### src/rtl/cnn_mac_acc_14s_if.sv
// Product-in / result-out bundle for the conv MAC accumulator stage.
// The master side is the upstream multiplier plus downstream consumer; the slave side is the accumulator.
interface cnn_mac_acc_14s_if #(
  parameter int PROD_W = 21,
  parameter int OUT_W  = 14
);
  logic signed [PROD_W-1:0] in_prod;
  logic                     in_valid;
  logic                     in_ready;
  logic signed [OUT_W-1:0]  bias_in;
  logic signed [OUT_W-1:0]  out_data;
  logic                     out_valid;
  logic                     out_ready;
  logic                     busy;

  modport master (
    output in_prod, in_valid, bias_in, out_ready,
    input  in_ready, out_data, out_valid, busy
  );

  modport slave (
    input  in_prod, in_valid, bias_in, out_ready,
    output in_ready, out_data, out_valid, busy
  );
endinterface

### src/rtl/cnn_mac_acc_14s.sv
// Window accumulator: bias + TAPS products, round-half-up, saturate to OUT_W.
// Define CNN_MAC_RELU_EN to clamp negative results to zero after saturation.
module cnn_mac_acc_14s #(
  parameter int PROD_W = 21,
  parameter int ACC_W  = 28,
  parameter int OUT_W  = 14,
  parameter int TAPS   = 25,
  parameter int SHIFT  = 6
) (
  input  logic              ap_clk,
  input  logic              ap_rst_n,
  cnn_mac_acc_14s_if.slave  bus
);

  localparam int CNT_W = $clog2(TAPS + 1);
  localparam logic [CNT_W-1:0] LAST_CNT = CNT_W'(TAPS - 1);
  localparam logic signed [ACC_W:0] HALF    = (ACC_W+1)'(1) << (SHIFT - 1);
  localparam logic signed [ACC_W:0] SAT_MAX = (ACC_W+1)'((1 << (OUT_W - 1)) - 1);
  localparam logic signed [ACC_W:0] SAT_MIN = -SAT_MAX - (ACC_W+1)'(1);

  typedef enum logic {ST_ACC, ST_OUT} state_t;

  state_t                   state_q, state_d;
  logic [CNT_W-1:0]         count_q, count_d;
  logic signed [ACC_W-1:0]  acc_q, acc_d;
  logic signed [OUT_W-1:0]  out_data_q, out_data_d;
  logic                     run_q;

  logic signed [PROD_W-1:0] prod;
  logic signed [OUT_W-1:0]  bias;
  logic signed [ACC_W-1:0]  prod_ext, bias_ext, acc_sum;
  logic signed [ACC_W:0]    rnd_sum, shifted;
  logic signed [OUT_W-1:0]  sat_res, res;
  logic                     in_ready, accept;

  assign prod     = bus.in_prod;
  assign bias     = bus.bias_in;
  assign prod_ext = ACC_W'(prod);
  assign bias_ext = ACC_W'(bias) <<< SHIFT;
  assign acc_sum  = (count_q == '0) ? (bias_ext + prod_ext) : (acc_q + prod_ext);

  // Widen by one bit so adding the half-LSB can never wrap.
  assign rnd_sum  = (ACC_W+1)'(acc_sum) + HALF;
  assign shifted  = rnd_sum >>> SHIFT;

  always_comb begin
    sat_res = shifted[OUT_W-1:0];
    if (shifted > SAT_MAX) begin
      sat_res = {1'b0, {(OUT_W-1){1'b1}}};
    end else if (shifted < SAT_MIN) begin
      sat_res = {1'b1, {(OUT_W-1){1'b0}}};
    end
  end

`ifdef CNN_MAC_RELU_EN
  assign res = sat_res[OUT_W-1] ? '0 : sat_res;
`else
  assign res = sat_res;
`endif

  // run_q keeps in_ready low throughout reset without a path from ap_rst_n.
  assign in_ready = run_q && (state_q == ST_ACC);
  assign accept   = bus.in_valid && in_ready;

  always_comb begin
    state_d    = state_q;
    count_d    = count_q;
    acc_d      = acc_q;
    out_data_d = out_data_q;
    case (state_q)
      ST_ACC: begin
        if (accept) begin
          acc_d = acc_sum;
          if (count_q == LAST_CNT) begin
            count_d    = '0;
            out_data_d = res;
            state_d    = ST_OUT;
          end else begin
            count_d = count_q + CNT_W'(1);
          end
        end
      end
      ST_OUT: begin
        if (bus.out_ready) begin
          state_d = ST_ACC;
        end
      end
      default: state_d = ST_ACC;
    endcase
  end

  always_ff @(posedge ap_clk) begin
    if (!ap_rst_n) begin
      state_q    <= ST_ACC;
      count_q    <= '0;
      acc_q      <= '0;
      out_data_q <= '0;
      run_q      <= 1'b0;
    end else begin
      state_q    <= state_d;
      count_q    <= count_d;
      acc_q      <= acc_d;
      out_data_q <= out_data_d;
      run_q      <= 1'b1;
    end
  end

  assign bus.in_ready  = in_ready;
  assign bus.out_valid = (state_q == ST_OUT);
  assign bus.out_data  = out_data_q;
  assign bus.busy      = (count_q != '0) || (state_q == ST_OUT);

endmodule
### src/flat_wrapper.sv
// flat-port wrapper written by rule: the top's interface ports become plain ports
module cnn_mac_acc_14s_flat 
#(
  parameter int PROD_W = 21,
  parameter int ACC_W  = 28,
  parameter int OUT_W  = 14,
  parameter int TAPS   = 25,
  parameter int SHIFT  = 6
)
  (ap_clk, ap_rst_n, bus_in_prod, bus_in_valid, bus_bias_in, bus_out_ready, bus_in_ready, bus_out_data, bus_out_valid, bus_busy);
  cnn_mac_acc_14s_if #(.PROD_W(PROD_W), .OUT_W(OUT_W)) bus_i ();
  input  logic ap_clk;
  input  logic ap_rst_n;
  input wire logic [$bits(bus_i.in_prod)-1:0] bus_in_prod;
  input wire logic [$bits(bus_i.in_valid)-1:0] bus_in_valid;
  input wire logic [$bits(bus_i.bias_in)-1:0] bus_bias_in;
  input wire logic [$bits(bus_i.out_ready)-1:0] bus_out_ready;
  output wire logic [$bits(bus_i.in_ready)-1:0] bus_in_ready;
  output wire logic [$bits(bus_i.out_data)-1:0] bus_out_data;
  output wire logic [$bits(bus_i.out_valid)-1:0] bus_out_valid;
  output wire logic [$bits(bus_i.busy)-1:0] bus_busy;
  assign bus_i.in_prod = bus_in_prod;
  assign bus_i.in_valid = bus_in_valid;
  assign bus_i.bias_in = bus_bias_in;
  assign bus_i.out_ready = bus_out_ready;
  assign bus_in_ready = bus_i.in_ready;
  assign bus_out_data = bus_i.out_data;
  assign bus_out_valid = bus_i.out_valid;
  assign bus_busy = bus_i.busy;
  cnn_mac_acc_14s #(.PROD_W(PROD_W), .ACC_W(ACC_W), .OUT_W(OUT_W), .TAPS(TAPS), .SHIFT(SHIFT)) u_core (.ap_clk(ap_clk), .ap_rst_n(ap_rst_n), .bus(bus_i));
endmodule
### config.mk
export PLATFORM = sky130hd
export DESIGN_NAME = cnn_mac_acc_14s_flat
export DESIGN_NICKNAME = d
export VERILOG_FILES = /design/src/rtl/cnn_mac_acc_14s_if.sv /design/src/rtl/cnn_mac_acc_14s.sv /design/src/flat_wrapper.sv
export SDC_FILE = /design/constraint.sdc
export NUM_CORES = 1
export LEC_CHECK = 0
export CAP_MARGIN = 0
export CORE_MARGIN = 5
export CORE_UTILIZATION = 55
export CTS_CLUSTER_DIAMETER = 40
export DETAILED_ROUTE_END_ITERATION = 8
export HOLD_SLACK_MARGIN = 0.05
export PLACE_DENSITY = 0.78
export SETUP_SLACK_MARGIN = 0.3
export SYNTH_ARGS = -nofsm -noshare
export SYNTH_HDL_FRONTEND = slang
export SYNTH_SLANG_ARGS = --single-unit
### constraint.sdc
create_clock -name ap_clk -period 7.9 [get_ports ap_clk]
set_input_delay 0.79 -clock ap_clk [delete_from_list [all_inputs] [get_ports ap_clk]]
set_output_delay 0.79 -clock ap_clk [all_outputs]
set_load 0.02 [all_outputs]
==> out/summary.log, run 1 <==
[clock_network] CTS-repair resized insts 0
[global_route] global routing usage summed across all routing layers 26.4%
[drt] highest metal layer used by the detailed router met4
[clock_network] post-CTS setup buffer count 0
[final_layout] Post-Layout Inst Area 6010 µm²
[setup_path] nature of the critical path endpoint register
[clock_network] root buffer cell sky130_fd_sc_hd__clkbuf_8
[power] leakage power of the design 2.54 nW
[setup_path] chain of cells forming the critical path clkdlybuf4s50_1 -> ha_1 -> fa_1 -> a211oi_1 -> o21ai_0 -> nand3b_1 -> nand3_1 -> xor2_1 -> o21ai_0 -> nor4b_4 -> nand4_1 -> o211a_1 -> or3_1 -> o2111a_2 -> o32ai_1
[die] die area 11700 µm²
[drt] Routed Antenna Nets 0
[final_layout] Layout Nets 794
[final_layout] n_diodes 0
[power] VDD IR-drop max 85.4 µV
[setup_path] endpoint of the worst-slack reg-to-reg timing path u_core.bus.out_data[0]
[run] number of max-cap violations 0
[timing] worst setup skew after layout 0.0122 ns
[final_layout] area delta synth->final 13.0%
[synth] Post-Synthesis Mean Instance Area 7.88 µm²
[clock_network] clock tree from TritonCTS done
[setup_path] startpoint of the most critical register-to-register path u_core.count_q[0]
[drt] number of remaining DRC errors 0
[synth] #FFs+latches synth 49
[synth] Cell Area, Synth 5320 µm²
[final_layout] core utilization of the finished layout 64.4%
[synth] sequential element share of the synthesized area 18.5%
[drt] routed length per instance 18.5 µm
[global_route] number of antenna violations at the first check in global routing 0
[die] die extent in y 108 µm
[final_layout] layout filler cell count 863
[die] area inside the core boundary 9330 µm²
[timing] Highest Clock Rate 193 MHz
[placement] placer congestion estimate 1.01
[timing] endpoints failing hold 0
[placement] Port Buffers 55
[setup_path] startpoint-to-endpoint class of the critical path in2reg
[drt] via density per instance 6.46
[timing] post-layout minimum cycle time 5.19 ns
[placement] dpl cell area 5920 µm²
[setup_path] type of element launching the critical path input port
[global_route] number of global-route vias before repair 5152
[synth] synthesis warning total 0
[drt] Pre-antenna DRT Iters 5
[clock_network] clock tree buffer depth 2
[setup_path] Critical-path top delay cell sky130_fd_sc_hd__nor4b_4
[timing] Slew @ Worst Pin 1.04 ns
[global_route] global-route wire length before repair 25000 µm
[placement] Detail Placement HPWL 11900 µm
[drt] detailed-route wire length 15500 µm
[worst_hold_path] cell count of the worst hold path 2
[setup_path] Worst R2R Setup Slack 3.29 ns
[synth] post-synthesis cell type with the largest combined area sky130_fd_sc_hd__dfxtp_1
[clock_network] Post-CTS Hold Buffers 0
[power] total power density per cell area 144 nW/µm²
[worst_hold_path] destination of the worst hold path u_core.acc_q[2]
[synth] Mapped Nets 761
[synth] top cells by area in the synthesized netlist sky130_fd_sc_hd__dfxtp_1, sky130_fd_sc_hd__ha_1, sky130_fd_sc_hd__a21oi_1, sky130_fd_sc_hd__nand2_1, sky130_fd_sc_hd__o21ai_0
[clock_network] clock input transition at the sequential cells of the worst setup and hold paths 0.11 ns
[global_route] GRT Residual Overflow 0
[setup_path] data required time at the worst endpoint 8.13 ns
[drt] routed metal-1 wirelength 6910 µm
[setup_path] r2r worst-path depth 13
[setup_path] most frequent CP cell sky130_fd_sc_hd__o21ai_0
[drt] Iteration-0 DRC Markers 379
[die] Boundary Pins 56
[setup_path] largest stage delay on the critical path 0.70 ns
[timing] number of setup violations in the final report 0
[setup_path] data arrival at the endpoint of the critical path 5.42 ns
[final_layout] proportion of layout cells with a drive suffix above 1 7.48%
[timing] worst slew margin relative to its limit 30.9%
[synth] fraction of synthesized cell area taken by the top area cell type 18.5%
[timing] Post-Route Hold Slack 0.489 ns
[synth] number of enable-type register cells in the synthesized netlist 0
[global_route] pin count of the biggest net entering global routing 56
[timing] portion of the clock cycle consumed by the worst path in the final layout 65.7%
[timing] RSZ-0062 raised after global routing no
[worst_hold_path] launch point of the worst hold path u_core.acc_q[2]
[setup_path] crit path launch bus_in_prod[0]
[synth] library cells used by synthesis 85
[drt] Via Count 5416
[die] width of the die 108 µm
[outcome] status finished clean
[timing] max-slew violation total from the final report 0
[clock_network] number of buffers added by the clock tree synthesis step 5
[synth] Syn Inst Count 675
[clock_network] clock network latency to the later pin of the worst-skew pair 0.32 ns
[timing] setup tns final 0 ns
[drt] routed length on met2 7500 µm
[worst_hold_path] hold crit path type reg2reg
[setup_path] highest fanout seen on the critical path 14
[die] starting density of the core 57.0%
[synth] post-synthesis async set-or-reset flop share 0%
[die] FP Rows 35
[clock_network] number of levels in the clock H-tree 2
[clock_network] Clock Sinks 49
[drt] met3 WL 743 µm
[synth] Main synth FF type sky130_fd_sc_hd__dfxtp_1
cells by family after synthesis:
kind of cell	count (synthesis)	share of synthesized area (%)
simple gates	235	24.0
mux	13	2.49
buf+inv	50	3.98
flops	49	18.5
compound gates	240	32.9
fa+ha+maj	47	11.3
xor+xnor	41	6.90
worst max-delay path, delay by kind of cell:
family	cells	cell delay [ns]
and+or+nand+nor	5	1.75
AOI/OAI and AO/OA	6	1.63
adders and majority gates	2	0.69
buffers and inverters	1	0.42
xor gates and xnor gates	1	0.14
how the worst max path moves through the flow:
stage | endpoint | slack [ns] | cells after the start
CTS | u_core.bus.out_data[0] | 2.75 | 15
finish | u_core.bus.out_data[0] | 2.71 | 15
detailed placement | u_core.bus.out_data[0] | 2.40 | 15
global route | u_core.bus.out_data[0] | 2.33 | 17
floorplan | u_core.bus.out_data[10] | 3.57 | 17
global placement | u_core.bus.out_data[1] | 2.55 | 17
area by class of cell:
cell class	count	area (µm²)	share of cell area, %
sequential	49	981	16.3
inverter	16	60.1	0.999
clock inverter	3	25.0	0.416
clock buffer	5	68.8	1.15
multi-input combinational	576	4130	68.6
timing repair buffer	60	588	9.79
tap	129	161	2.69
routing by layer:
| metal | track usage (%) | vias up |
|---|---|---|
| met5 | 0 | - |
| met1 | 34.3 | 2569 |
| met4 | 7.94 | 0 |
| met3 | 2.93 | 29 |
| li1 | - | 2638 |
| met2 | 45.9 | 180 |
Yosys cell counts (all sizes together), types with 8 or more instances:
cell	number
o32ai	13
and4	8
o211ai	13
nor2	53
nor2b	8
nand4	16
nor3	11
xnor2	21
a211oi	12
nand2b	11
dfxtp	49
inv	15
ha	45
a21oi	54
nor3b	8
o211a	17
xor2	20
mux2i	11
nand3	15
and2	8
clkbuf	18
a31oi	13
o21ai	52
or3	8
nand2	65
buf	16
a21o	16
sequential cells by signal, summed over array words and instances (netlist names):
register / count
u_core.acc_q: 28
u_core.bus.out_valid: 1
u_core.bus.out_data: 14
u_core.run_q: 1
u_core.count_q: 5
stage by stage:
stage	instances	worst slack, ns	total power, mW
6_report	838	2.71	0.863
4_1_cts	838	2.75	0.863
2_1_floorplan	675	3.57	0.584
3_5_place_dp	830	2.40	0.695
5_1_grt	838	2.33	0.916
3_3_place_gp	830	2.55	0.689
report_power, final:
part / internal (mW) / switching [mW] / leakage, nW
Clock: 0.0649 / 0.100 / 0.0452
Combinational: 0.168 / 0.263 / 2.09
Sequential: 0.259 / 0.00761 / 0.401
Total: 0.492 / 0.371 / 2.54
placed cells by master, fill, tap and decap left out, types with 4 or more instances in the layout:
cell type / count
sky130_fd_sc_hd__ha_1: 45
sky130_fd_sc_hd__nand3_1: 15
sky130_fd_sc_hd__a31oi_1: 12
sky130_fd_sc_hd__nor3b_1: 6
sky130_fd_sc_hd__o21ai_1: 5
sky130_fd_sc_hd__clkbuf_8: 5
sky130_fd_sc_hd__o21bai_1: 5
sky130_fd_sc_hd__nor2b_1: 8
sky130_fd_sc_hd__o21a_1: 5
sky130_fd_sc_hd__nand2_1: 64
sky130_fd_sc_hd__nand3b_1: 4
sky130_fd_sc_hd__a31o_2: 4
sky130_fd_sc_hd__nand2b_1: 11
sky130_fd_sc_hd__or3_1: 8
sky130_fd_sc_hd__xor2_1: 20
sky130_fd_sc_hd__o21ai_0: 46
sky130_fd_sc_hd__and3_1: 6
sky130_fd_sc_hd__a21boi_0: 4
sky130_fd_sc_hd__nor2_1: 52
sky130_fd_sc_hd__a211oi_1: 9
sky130_fd_sc_hd__buf_4: 5
sky130_fd_sc_hd__o32ai_2: 10
sky130_fd_sc_hd__a21oi_1: 53
sky130_fd_sc_hd__dfxtp_1: 49
sky130_fd_sc_hd__a21o_1: 16
sky130_fd_sc_hd__nand4_1: 16
sky130_fd_sc_hd__o211ai_1: 12
sky130_fd_sc_hd__o211a_1: 17
sky130_fd_sc_hd__clkdlybuf4s50_1: 55
sky130_fd_sc_hd__xnor2_1: 20
sky130_fd_sc_hd__nor3_1: 10
sky130_fd_sc_hd__and4_1: 8
sky130_fd_sc_hd__and2_1: 6
sky130_fd_sc_hd__inv_1: 14
sky130_fd_sc_hd__mux2i_1: 11
No activity file was read; power rests on OpenSTA's default activity.
==> run 2, diff against run 1 <==
==> constraint.sdc (replaced) <==
create_clock -name ap_clk -period 4.9 [get_ports ap_clk]
set_input_delay 0.49 -clock ap_clk [delete_from_list [all_inputs] [get_ports ap_clk]]
set_output_delay 0.49 -clock ap_clk [all_outputs]
set_load 0.02 [all_outputs]
==> out/summary.log, run 2 (synthesized netlist as in run 1, its figures left out) <==
[outcome] status finished clean
[drt] Iteration-0 DRC Markers 435
[final_layout] count of placed standard cells in the final layout, fillers left out 857
[clock_network] clock tree buffer depth 2
[placement] placer congestion estimate 0.928
[die] starting density of the core 57.0%
[global_route] GRT Residual Overflow 0
[die] Boundary Pins 56
[clock_network] root buffer cell sky130_fd_sc_hd__clkbuf_8
[global_route] number of antenna violations at the first check in global routing 0
[die] area inside the core boundary 9330 µm²
[drt] detailed-route wire length 16000 µm
[timing] max-slew violation total from the final report 0
[global_route] number of global-route vias before repair 5217
[final_layout] flip-flop count of the largest register after layout 28
[drt] routed length per instance 18.6 µm
[clock_network] Clock Sinks 49
[timing] Slew @ Worst Pin 0.758 ns
[timing] Highest Clock Rate 227 MHz
[setup_path] highest fanout seen on the critical path 7
[placement] Port Buffers 55
[timing] portion of the clock cycle consumed by the worst path in the final layout 89.8%
[worst_hold_path] destination of the worst hold path u_core.acc_q[7]
[drt] via density per instance 6.43
[worst_hold_path] launch point of the worst hold path u_core.acc_q[7]
[setup_path] most frequent CP cell sky130_fd_sc_hd__o21ai_0
[placement] placed cell count 847
[clock_network] clock tree from TritonCTS done
[setup_path] r2r worst-path depth 15
[timing] Post-Route Hold Slack 0.477 ns
[placement] Detail Placement HPWL 12200 µm
[power] total power density per cell area 237 nW/µm²
[die] die extent in y 108 µm
[power] VDD IR-drop max 167 µV
[timing] post-layout minimum cycle time 4.40 ns
[setup_path] Critical-path top delay cell sky130_fd_sc_hd__clkdlybuf4s50_1
[drt] Via Count 5511
[drt] Routed Antenna Nets 0
[clock_network] clock input transition at the sequential cells of the worst setup and hold paths 0.09 ns
[drt] number of remaining DRC errors 0
[timing] worst slew margin relative to its limit 49.0%
[timing] number of setup violations in the final report 0
[drt] Pre-antenna DRT Iters 5
[die] die area 11700 µm²
[final_layout] Layout Nets 814
[setup_path] nature of the critical path endpoint register
[timing] setup tns final 0 ns
[setup_path] data required time at the worst endpoint 5.09 ns
[setup_path] count of buffer and inverter cells on the critical path 2
[worst_hold_path] cell count of the worst hold path 2
[final_layout] commonest cells after routing, fill and taps aside sky130_fd_sc_hd__nand2_1, sky130_fd_sc_hd__clkdlybuf4s50_1, sky130_fd_sc_hd__a21oi_1, sky130_fd_sc_hd__nor2_1, sky130_fd_sc_hd__dfxtp_1
[global_route] global routing usage summed across all routing layers 26.8%
[setup_path] startpoint of the most critical register-to-register path u_core.acc_q[0]
[global_route] global-route wire length before repair 25400 µm
[final_layout] Reg with most FFs u_core.acc_q
[final_layout] n_diodes 0
[global_route] pin count of the biggest net entering global routing 39
[clock_network] number of levels in the clock H-tree 2
[setup_path] cell family contributing the most delay on the critical path compound AO/OA/AOI/OAI gates
[die] width of the die 108 µm
[die] FP Rows 35
[clock_network] number of buffers added by the clock tree synthesis step 5
[setup_path] endpoint of the worst-slack reg-to-reg timing path u_core.bus.out_data[12]
[clock_network] clock network latency to the later pin of the worst-skew pair 0.31 ns
[worst_hold_path] hold crit path type reg2reg
[clock_network] Post-CTS Hold Buffers 0
[setup_path] data arrival at the endpoint of the critical path 4.59 ns
[run] number of max-cap violations 0
[final_layout] proportion of layout cells with a drive suffix above 1 11.7%
[setup_path] chain of cells forming the critical path clkdlybuf4s50_1 -> ha_1 -> a21oi_1 -> o21ai_0 -> a2bb2oi_1 -> o21ai_0 -> o21ai_0 -> xor2_1 -> nor4b_1 -> buf_4 -> or2_2 -> a211oi_1 -> o2111a_2 -> o32ai_2
[timing] RSZ-0062 raised after global routing no
[setup_path] startpoint-to-endpoint class of the critical path in2reg
[setup_path] type of element launching the critical path input port
[timing] endpoints failing hold 0
[setup_path] Worst R2R Setup Slack 0.82 ns
[timing] worst setup skew after layout 0.0117 ns
[final_layout] area delta synth->final 17.4%
[power] leakage power of the design 2.66 nW
[setup_path] largest stage delay on the critical path 0.46 ns
[final_layout] most common library cell in the layout ignoring fill and taps sky130_fd_sc_hd__nand2_1
==> run 2: cell count changes in the layout (fill, tap and decap cells not counted), sizes merged <==
| cell | delta |
|---|---|
| clkinvlp | -1 |
| o2111a | +1 |
| bufinv | +1 |
| inv | -2 |
| buf | +19 |
| clkinv | +1 |
==> run 2: layout make-up <==
cell class | instances | area, µm²
Multi-Input combinational cell | 577 | 4200
Fill cell | 794 | 3090
Sequential cell | 49 | 981
Timing Repair Buffer | 79 | 731
Tap cell | 129 | 161
Clock buffer | 5 | 68.8
Inverter | 16 | 60.1
Clock inverter | 2 | 35.0
==> run 2: repair_timing <==
item                                    CTS  global route
buffers inserted                          0             2
resized for setup                         0            15
endpoints found under the setup margin    0            13
==> run 2: stage by stage <==
stage | utilization (%) | power (mW) | setup WS (ns) | area (µm²)
6_report | 66.9 | 1.48 | 0.500 | 6240
5_1_grt | 66.9 | 1.56 | 0.330 | 6240
4_1_cts | 65.9 | 1.45 | 0.380 | 6150
3_5_place_dp | 64.8 | 1.15 | 0.0601 | 6040
3_3_place_gp | 64.8 | 1.14 | 0.247 | 6040
2_1_floorplan | - | 0.941 | 0.868 | 5320
==> run 2: worst reg2reg max path, cell delays in order (launching register included) <==
cell,delay [ns]
sky130_fd_sc_hd__dfxtp_1,0.33
sky130_fd_sc_hd__ha_1,0.23
sky130_fd_sc_hd__fa_2,0.39
sky130_fd_sc_hd__a211oi_2,0.32
sky130_fd_sc_hd__buf_4,0.17
sky130_fd_sc_hd__o211a_1,0.16
sky130_fd_sc_hd__a21o_1,0.16
sky130_fd_sc_hd__xnor2_2,0.15
sky130_fd_sc_hd__a41o_1,0.22
sky130_fd_sc_hd__or4b_4,0.50
sky130_fd_sc_hd__nor4bb_1,0.27
sky130_fd_sc_hd__and3_1,0.23
sky130_fd_sc_hd__mux2i_1,0.24
sky130_fd_sc_hd__o22ai_2,0.13
sky130_fd_sc_hd__o2111a_2,0.23
sky130_fd_sc_hd__o32ai_2,0.27
==> run 2: how the worst max path moves through the flow <==
| stage | startpoint | end | cells after the start |
|---|---|---|---|
| 2_1_floorplan | bus_in_prod[0] | u_core.bus.out_data[10] | 17 |
| 3_3_place_gp | bus_in_prod[0] | u_core.bus.out_data[12] | 15 |
| 3_5_place_dp | bus_in_prod[0] | u_core.bus.out_data[0] | 15 |
| 4_1_cts | bus_in_prod[0] | u_core.bus.out_data[0] | 15 |
| 5_1_grt | bus_in_prod[7] | u_core.bus.out_data[0] | 14 |
| 6_report | bus_in_prod[7] | u_core.bus.out_data[12] | 14 |
==> run 2: metal layers <==
layer / vias up / part of all wire [%] / GRT usage [%]
met5: - / 0 / 0
met4: 0 / 2.6 / 8.48
met3: 34 / 6.3 / 4.48
met2: 238 / 47 / 45.1
met1: 2577 / 44 / 34.9
li1: 2662 / - / -
==> run 2: power by group <==
| part | internal (mW) | switching (mW) |
|---|---|---|
| logic | 0.304 | 0.447 |
| registers | 0.417 | 0.0116 |
| clock network | 0.149 | 0.150 |
| total | 0.870 | 0.609 |
==> run 3, diff against run 2 <==
--- a/config.mk
+++ b/config.mk
@@ -5,13 +5,12 @@
 export SDC_FILE = /design/constraint.sdc
 export NUM_CORES = 1
 export LEC_CHECK = 0
-export CAP_MARGIN = 0
 export CORE_MARGIN = 5
 export CORE_UTILIZATION = 55
 export CTS_CLUSTER_DIAMETER = 40
 export DETAILED_ROUTE_END_ITERATION = 8
 export HOLD_SLACK_MARGIN = 0.05
-export PLACE_DENSITY = 0.78
+export PLACE_DENSITY = 0.77
 export SETUP_SLACK_MARGIN = 0.3
 export SYNTH_ARGS = -nofsm -noshare
 export SYNTH_HDL_FRONTEND = slang
==> out/summary.log, run 3 (synthesized netlist as in run 1, its figures left out) <==
[clock_network] clock input transition at the sequential cells of the worst setup and hold paths 0.11 ns
[setup_path] nature of the critical path endpoint register
[clock_network] clock tree buffer depth 2
[power] VDD IR-drop max 140 µV
[drt] Iteration-0 DRC Markers 522
[final_layout] n_diodes 0
[timing] post-layout minimum cycle time 4.42 ns
[timing] setup tns final 0 ns
[clock_network] Clock Sinks 49
[timing] max-slew violation total from the final report 0
[die] width of the die 108 µm
[global_route] global routing usage summed across all routing layers 27.3%
[timing] Highest Clock Rate 226 MHz
[final_layout] core utilization of the finished layout 66.0%
[setup_path] highest fanout seen on the critical path 7
[clock_network] Post-CTS Hold Buffers 0
[clock_network] CTS-repair resized insts 0
[global_route] number of global-route vias before repair 5325
[drt] number of remaining DRC errors 0
[setup_path] data required time at the worst endpoint 5.10 ns
[timing] worst setup skew after layout 0.0148 ns
[setup_path] data arrival at the endpoint of the critical path 4.61 ns
[drt] via density per instance 6.51
[timing] RSZ-0062 raised after global routing no
[placement] Port Buffers 55
[drt] detailed-route wire length 16200 µm
[final_layout] Reg with most FFs u_core.acc_q
[die] die area 11700 µm²
[global_route] GRT Residual Overflow 0
[final_layout] Multi-input gate area 4160 µm²
[final_layout] proportion of layout cells with a drive suffix above 1 10.1%
[clock_network] root buffer cell sky130_fd_sc_hd__clkbuf_8
[global_route] number of antenna violations at the first check in global routing 0
[final_layout] flip-flop count of the largest register after layout 28
[drt] Via Count 5568
[worst_hold_path] hold crit path type reg2reg
[timing] portion of the clock cycle consumed by the worst path in the final layout 90.1%
[final_layout] layout filler cell count 835
[clock_network] number of levels in the clock H-tree 2
[clock_network] clock network latency to the later pin of the worst-skew pair 0.32 ns
[outcome] status finished clean
[drt] routed length per instance 19.0 µm
[setup_path] largest stage delay on the critical path 0.53 ns
[final_layout] Layout Nets 811
[setup_path] chain of cells forming the critical path clkdlybuf4s50_1 -> ha_1 -> a21oi_1 -> o21ai_1 -> a221oi_1 -> o211ai_1 -> a21boi_1 -> xor2_2 -> o31ai_1 -> and4_1 -> a211oi_1 -> o2111a_1 -> o32ai_2
[final_layout] most common library cell in the layout ignoring fill and taps sky130_fd_sc_hd__nand2_1
[die] area inside the core boundary 9330 µm²
[die] FP Rows 35
[setup_path] Critical-path top delay cell sky130_fd_sc_hd__o2111a_1
[timing] endpoints failing hold 0
[timing] worst slew margin relative to its limit 53.9%
[drt] Pre-antenna DRT Iters 7
[final_layout] register cell area after layout 981 µm²
[die] Boundary Pins 56
[placement] placer congestion estimate 0.948
[global_route] pin count of the biggest net entering global routing 39
[final_layout] commonest cells after routing, fill and taps aside sky130_fd_sc_hd__nand2_1, sky130_fd_sc_hd__clkdlybuf4s50_1, sky130_fd_sc_hd__a21oi_1
[final_layout] area delta synth->final 15.9%
[timing] number of setup violations in the final report 0
[clock_network] post-CTS setup buffer count 0
[clock_network] number of buffers added by the clock tree synthesis step 5
[die] starting density of the core 57.0%
[setup_path] type of element launching the critical path input port
[run] number of max-cap violations 0
[power] leakage power of the design 2.63 nW
[setup_path] startpoint-to-endpoint class of the critical path in2reg
[die] die extent in y 108 µm
[placement] Detail Placement HPWL 12500 µm
[drt] Routed Antenna Nets 0
[clock_network] clock tree from TritonCTS done
[timing] Slew @ Worst Pin 0.689 ns
[power] total power density per cell area 233 nW/µm²
[global_route] global-route wire length before repair 25800 µm
[run 3: power by group]
| part | internal (mW) | switching, mW |
|---|---|---|
| clock | 0.102 | 0.162 |
| combinational | 0.297 | 0.443 |
| sequential | 0.417 | 0.0118 |
| total | 0.816 | 0.618 |
[run 3: per-layer routing]
layer	GRT usage [%]	vias up	routed length, µm
met5	0	-	0
met1	35.8	2646	7130
met3	3.40	40	929
met4	9.20	0	485
met2	46.3	219	7660
li1	-	2663	-
[run 3: area by class of cell]
cell class	instances	share of cell area [%]
multi-input cells	577	67.5
clock inverters	3	0.345
well taps	129	2.62
repair buffers	76	11.5
inverters	16	0.975
clock buffers	5	1.12
flip-flops and latches	49	15.9
[run 3: path summary, 6_finish.rpt]
kind	start	endpoint	slack, ns	cells past startpoint
setup / recovery	bus_in_prod[14]	u_core.bus.out_data[10]	0.48	13
hold / removal	u_core.acc_q[7]	u_core.acc_q[7]	0.49	2
setup reg to reg	u_core.acc_q[14]	u_core.bus.out_data[10]	0.81	12
hold reg to reg	u_core.acc_q[7]	u_core.acc_q[7]	0.49	2
[run 3: metrics by stage]
stage	worst slack [ns]	cell area (µm²)	hold slack, ns	cells	total power, mW
after global routing	0.263	6160	0.525	855	1.51
after global placement	0.260	6040	0.463	846	1.14
after detailed placement	0.142	6040	0.472	846	1.15
final	0.484	6160	0.485	855	1.43
after CTS	0.447	6130	0.487	854	1.41
after floorplan	0.868	5320	0.445	675	0.941
[run 3: worst max-delay path: cells and delay by family]
family                   cells  cell delay, ns
buffers and inverters        1            0.45
AO/OA/AOI/OAI                9            2.67
adder cells (fa/ha/maj)      1            0.43
AND/OR/NAND/NOR              1            0.28
XOR/XNOR                     1            0.29
